File: src/rtl/lb_arbiter.sv
// Two-master round-robin arbiter for the local bus; grant is held for one handshake.
// Optional grant watchdog enabled by defining LB_ARB_TIMEOUT_EN.
module lb_arbiter #(
    parameter int ADDR_W         = 8,
    parameter int DATA_W         = 16,
    parameter int STRB_W         = DATA_W / 8,
    parameter int TIMEOUT_CYCLES = 64
) (
    input  logic              clk,
    input  logic              rst,
    input  logic [ADDR_W-1:0] m0_waddr,
    input  logic [DATA_W-1:0] m0_wdata,
    input  logic [STRB_W-1:0] m0_wstrb,
    input  logic              m0_wen,
    output logic              m0_wready,
    input  logic [ADDR_W-1:0] m0_raddr,
    input  logic              m0_ren,
    output logic [DATA_W-1:0] m0_rdata,
    output logic              m0_rvalid,
    input  logic [ADDR_W-1:0] m1_waddr,
    input  logic [DATA_W-1:0] m1_wdata,
    input  logic [STRB_W-1:0] m1_wstrb,
    input  logic              m1_wen,
    output logic              m1_wready,
    input  logic [ADDR_W-1:0] m1_raddr,
    input  logic              m1_ren,
    output logic [DATA_W-1:0] m1_rdata,
    output logic              m1_rvalid,
    output logic [ADDR_W-1:0] s_waddr,
    output logic [DATA_W-1:0] s_wdata,
    output logic [STRB_W-1:0] s_wstrb,
    output logic              s_wen,
    input  logic              s_wready,
    output logic [ADDR_W-1:0] s_raddr,
    output logic              s_ren,
    input  logic [DATA_W-1:0] s_rdata,
    input  logic              s_rvalid,
    output logic [1:0]        grant,
    output logic              timeout_err
);

    localparam logic [1:0] IDLE = 2'd0;
    localparam logic [1:0] GNT0 = 2'd1;
    localparam logic [1:0] GNT1 = 2'd2;

    if (TIMEOUT_CYCLES < 2) begin : g_bad_timeout
        $error("lb_arbiter: TIMEOUT_CYCLES must be >= 2");
    end

    logic [1:0]        state, state_nx;
    logic              last, last_nx;
    logic              req0, req1;
    logic              granted, hs, done, tmo_hit;
    logic              sel_wen, sel_ren;
    logic [ADDR_W-1:0] sel_waddr, sel_raddr;
    logic [DATA_W-1:0] sel_wdata, rd_data;
    logic [STRB_W-1:0] sel_wstrb;
    logic              wr_done, rd_done;

    assign req0    = m0_wen | m0_ren;
    assign req1    = m1_wen | m1_ren;
    assign grant   = {state == GNT1, state == GNT0};
    assign granted = grant[0] | grant[1];

    assign sel_wen   = grant[1] ? m1_wen   : m0_wen;
    assign sel_ren   = grant[1] ? m1_ren   : m0_ren;
    assign sel_waddr = grant[1] ? m1_waddr : m0_waddr;
    assign sel_wdata = grant[1] ? m1_wdata : m0_wdata;
    assign sel_wstrb = grant[1] ? m1_wstrb : m0_wstrb;
    assign sel_raddr = grant[1] ? m1_raddr : m0_raddr;

    // Write wins when the granted master raises both; the read is re-arbitrated later.
    always_comb begin
        s_wen   = 1'b0;
        s_ren   = 1'b0;
        s_waddr = '0;
        s_wdata = '0;
        s_wstrb = '0;
        s_raddr = '0;
        if (granted) begin
            s_wen   = sel_wen;
            s_ren   = ~sel_wen & sel_ren;
            s_waddr = sel_waddr;
            s_wdata = sel_wdata;
            s_wstrb = sel_wstrb;
            s_raddr = sel_raddr;
        end
    end

    assign hs = (s_wen & s_wready) | (s_ren & s_rvalid);

`ifdef LB_ARB_TIMEOUT_EN
    localparam int CNT_W = (TIMEOUT_CYCLES > 2) ? $clog2(TIMEOUT_CYCLES) : 1;

    logic [CNT_W-1:0] tmo_cnt;
    logic             tmo_err;

    assign tmo_hit = granted & ~hs & (tmo_cnt == CNT_W'(TIMEOUT_CYCLES - 1));

    always_ff @(posedge clk or posedge rst) begin
        if (rst) begin
            tmo_cnt <= '0;
            tmo_err <= 1'b0;
        end else begin
            if (!granted || hs || tmo_hit)
                tmo_cnt <= '0;
            else
                tmo_cnt <= tmo_cnt + 1'b1;
            if (tmo_hit)
                tmo_err <= 1'b1;
        end
    end

    assign timeout_err = tmo_err;
`else
    assign tmo_hit     = 1'b0;
    assign timeout_err = 1'b0;
`endif

    assign done    = hs | tmo_hit;
    // A forced completion returns zero read data since the slave never drove any.
    assign wr_done = s_wen & (s_wready | tmo_hit);
    assign rd_done = s_ren & (s_rvalid | tmo_hit);
    assign rd_data = (s_ren & s_rvalid) ? s_rdata : '0;

    assign m0_wready = grant[0] & wr_done;
    assign m0_rvalid = grant[0] & rd_done;
    assign m0_rdata  = grant[0] ? rd_data : '0;
    assign m1_wready = grant[1] & wr_done;
    assign m1_rvalid = grant[1] & rd_done;
    assign m1_rdata  = grant[1] ? rd_data : '0;

    // Round-robin pointer only moves on contested grants.
    always_comb begin
        state_nx = state;
        last_nx  = last;
        case (state)
            IDLE: begin
                if (req0 && req1) begin
                    if (last) begin
                        state_nx = GNT0;
                        last_nx  = 1'b0;
                    end else begin
                        state_nx = GNT1;
                        last_nx  = 1'b1;
                    end
                end else if (req0) begin
                    state_nx = GNT0;
                end else if (req1) begin
                    state_nx = GNT1;
                end
            end
            GNT0, GNT1: begin
                if (done)
                    state_nx = IDLE;
            end
            default: state_nx = IDLE;
        endcase
    end

    always_ff @(posedge clk or posedge rst) begin
        if (rst) begin
            state <= IDLE;
            last  <= 1'b1;
        end else begin
            state <= state_nx;
            last  <= last_nx;
        end
    end

endmodule

File: config.mk
export PLATFORM = sky130hd
export DESIGN_NAME = lb_arbiter
export DESIGN_NICKNAME = d
export VERILOG_FILES = /design/src/rtl/lb_arbiter.sv
export SDC_FILE = /design/constraint.sdc
export NUM_CORES = 1
export LEC_CHECK = 0
export ABC_CLOCK_PERIOD_IN_PS = 3800
export CORE_MARGIN = 1.5
export CORE_UTILIZATION = 26
export DETAILED_ROUTE_END_ITERATION = 10
export PLACE_DENSITY_LB_ADDON = 0.25
export SETUP_SLACK_MARGIN = 0.5
export SYNTH_ARGS = -nofsm -noshare
export SYNTH_HDL_FRONTEND = slang
export SYNTH_SLANG_ARGS = --single-unit
File: constraint.sdc
create_clock -name clk -period 3.8 [get_ports clk]
set_clock_uncertainty 0.1 [all_clocks]
set_input_delay 0.76 -clock clk [delete_from_list [all_inputs] [get_ports clk]]
set_output_delay 0.76 -clock clk [all_outputs]
set_load 0.005 [all_outputs]
==> impl_summary.log <==
[metrics] total power density per cell area: 439.4 mW/mm²
[metrics] Max-cap violations: 0
[metrics] share of the synthesized area in the top cell type: 0.3097
[metrics] Hold Crit Endpoint: last
[metrics] final sum of negative setup slack: 0 ns
[metrics] clock period minus worst slack: 3.232 ns
[metrics] core region area: 0.004086 mm²
[metrics] first drt pass iteration count: 4
[metrics] Initial Util: 0.2768
[metrics] hold bufs inserted after CTS: 0
[metrics] depth of the most critical reg-to-reg path: 8
[metrics] area occupied by registers: 76.32 µm²
[metrics] full die area: 0.004755 mm²
[metrics] worst max-slew margin expressed relative to the limit: 0.6619
[metrics] NumNets Final: 408
[metrics] transition at the pin with the smallest max-transition slack: 0.5072 ns
[metrics] biggest area consumer among synthesized cells: mux2i_1
[metrics] global-route total usage across every layer: 0.2001
[metrics] largest net degree at the start of global routing: 37
[metrics] worst supply voltage drop on vdd: 0.2114 mV
[metrics] Min-Delay Path Depth: 1
[metrics] count of buffers inserted at the top-level ports: 165
[metrics] violation count after the first detailed-route iteration: 45
[metrics] wire length after detailed routing: 5365 µm
[metrics] fin crit share: 0.8505
[metrics] clock sink count: 3
[metrics] Fin. Hold Viols: 0
[metrics] Ys Warns: 0
[metrics] # IOs: 167
[metrics] worst-path fanout max: 8
[metrics] count of mapped cells out of synthesis: 147
[metrics] worst hold start: last
[metrics] CP startpoint kind: flip-flop
[metrics] syn avg cell area: 7.694 µm²
[metrics] number of routed nets with antenna violations: 0
[metrics] count of distinct cell types in the synthesized netlist: 28
[metrics] dpl cell area: 0.002805 mm²
[metrics] die height: 68.96 µm
[metrics] number of global-route vias before repair: 1536
[metrics] first-pass GRT wire length: 7341 µm
[metrics] Clock Latency Late Sink: 0.21 ns
[metrics] type of element capturing the critical path: output pin
[metrics] Area Growth Syn to Fin: 160.8%
[metrics] clock transition at the registers of the reported paths: 0.03 ns
[metrics] proportion of synthesized chip area in sequential cells: 0.06748
[metrics] Hold Crit Class: reg -> reg
[metrics] reg-to-reg setup timing slack: 1.71 ns
[metrics] maximum count of clock buffers along a single path: 2
[metrics] achievable clock frequency: 309.4 MHz
[metrics] clock root buffer master: clkbuf_8
[metrics] clock buffers created by TritonCTS: 3
[metrics] CTS H-tree depth: 1
[metrics] worst hold slack across all endpoints: 0.4292 ns
[metrics] total area of multi-input combinational cells: 0.001008 mm²
[metrics] Ant. Diodes: 0
[metrics] routability congestion estimate: 0.7611
[metrics] final standard cell utilization of the core: 0.7220
[metrics] die width: 68.96 µm
[metrics] Finish-stage setup viols: 0
[metrics] number of cells in the design after placement: 353
[metrics] dominant cells by area after synthesis: mux2i_1, nor2b_1, and2_1
[metrics] setup repair after global routing missed its margin: no
[metrics] Worst Path Arrival: 2.37 ns
[metrics] required time of the critical path: 2.94 ns
[metrics] clock tree from TritonCTS: done
[metrics] remaining routing DRC violations: 0
[metrics] Slew Viols, Final: 0
[metrics] fin area: 0.002950 mm²
[metrics] Crit Reg-Reg Endpoint: state[0]
[metrics] Non-Filler Instances: 362
[metrics] total of flip-flops plus latches after synthesis: 3
[metrics] standard-cell row count: 23
[metrics] Vias: 1615
[metrics] WS Path Type: reg -> out
[metrics] number of antenna violations at the first check in global routing: 0
[metrics] Filler cells: 347
[metrics] synthesized area: 0.001131 mm²
[metrics] HPWL reported at the end of detailed placement: 4374 µm
[metrics] synthesized netlist net count: 242
[metrics] DR WL/cell: 14.82 µm
[metrics] status: completed
[metrics] fraction of layout instances using a drive strength above 1: 0.08654
[metrics] mean number of vias per cell: 4.461
[metrics] leakage power of the design: 1.231 nW
[metrics] overflow left after global routing: 0
[metrics] startpoint of the lowest-slack register-to-register path: state[0]
[per-stage QoR]
step	power, mW	setup WS [ns]
finish	1.296	0.5682
CTS	1.265	0.5029
global route	1.410	0.4876
global placement	1.150	0.1690
floorplan	0.5780	1.265
detailed placement	1.154	0.1436
[report_power, final]
group,switching [mW],internal [mW],leakage (nW),total [mW]
clock,0.0205,0.0715,0.0228,0.0920
sequential,0.0140,0.0514,0.0363,0.0655
combinational,0.431,0.707,1.17,1.14
total,0.466,0.830,1.23,1.30
[flip-flops by register name, indices dropped and copies added (netlist names)]
signal,count
state,2
last,1
[area by class of cell]
cell class	count	area share
well taps	50	0.02120
flip-flops and latches	3	0.02587
repair buffers	173	0.5908
multi-input cells	128	0.3418
clock buffers	4	0.01527
inverters	4	0.005089
[cell families after synthesis]
family | after synthesis | synth area share
AO/OA/AOI/OAI | 8 | 0.05753
multiplexers | 35 | 0.3097
buffers and inverters | 16 | 0.07079
XOR/XNOR | 1 | 0.007745
adder cells (fa/ha/maj) | 3 | 0.03319
flip-flops | 3 | 0.06748
other | 1 | 0.003315
AND/OR/NAND/NOR | 80 | 0.4502
[worst max-delay path by stage]
| stage | slack [ns] | startpoint | depth (start not counted) | endpoint |
|---|---|---|---|---|
| after CTS | 0.50 | m0_wen | 6 | m0_rdata[13] |
| after floorplan | 1.27 | m0_wen | 4 | m0_rdata[10] |
| final | 0.57 | state[0] | 7 | m0_rdata[15] |
| after global routing | 0.49 | state[0] | 7 | m0_rdata[15] |
| after detailed placement | 0.14 | m0_ren | 5 | m0_rdata[11] |
| after global placement | 0.17 | m0_ren | 5 | m0_rdata[11] |
[placed cells by master (no fill, tap or decap), types with 2 or more instances in the layout]
| master | Yosys | final |
|---|---|---|
| clkdlybuf4s50_1 | 0 | 157 |
| mux2i_1 | 35 | 35 |
| nor2b_1 | 35 | 35 |
| and2_1 | 16 | 16 |
| and3_1 | 11 | 11 |
| and3_2 | 7 | 7 |
| buf_4 | 2 | 5 |
| inv_1 | 4 | 4 |
| nor2_1 | 4 | 4 |
| dlymetal6s2s_1 | 0 | 4 |
| o21ai_0 | 3 | 3 |
| clkbuf_8 | 0 | 3 |
| o2bb2ai_1 | 2 | 2 |
| ha_4 | 0 | 2 |
| clkbuf_2 | 0 | 2 |
| dlygate4sd2_1 | 0 | 2 |
| dfrtp_1 | 2 | 2 |
[metal layers]
layer,vias to the layer above,part of all wire,track usage
li1,830,-,-
met1,745,0.39,0.2420
met2,40,0.56,0.3702
met3,0,0.041,0.03409
met4,0,0,0.03676
met5,-,0,0
[timing repair]
item,CTS,global route
buffers inserted,1,3
gates resized for setup,5,12
pin swaps,1,0
gates cloned,0,1
endpoints found under the setup margin,17,35
[synthesized netlist by cell type, drive strengths merged]
library cell,instances
o21ai,3
nand3,1
inv,4
conb,1
o221ai,1
nor3b,1
nand2,1
dfstp,1
o2bb2ai,2
xor2,1
mux2i,35
dfrtp,2
nor2b,35
buf,7
and2,17
a21boi,1
and3,18
ha,3
a21oi,1
clkbuf,5
or3b,1
nor2,4
nand3b,2
[critical path: stages (launching register included)]
cell and delay, ns:
dfrtp_1 0.37, inv_1 0.12, ha_4 0.21, or3b_4 0.39, a21oi_4 0.22, clkbuf_16 0.19
and3_2 0.17, clkdlybuf4s50_1 0.49
No activity file was read; power rests on OpenSTA's default activity.
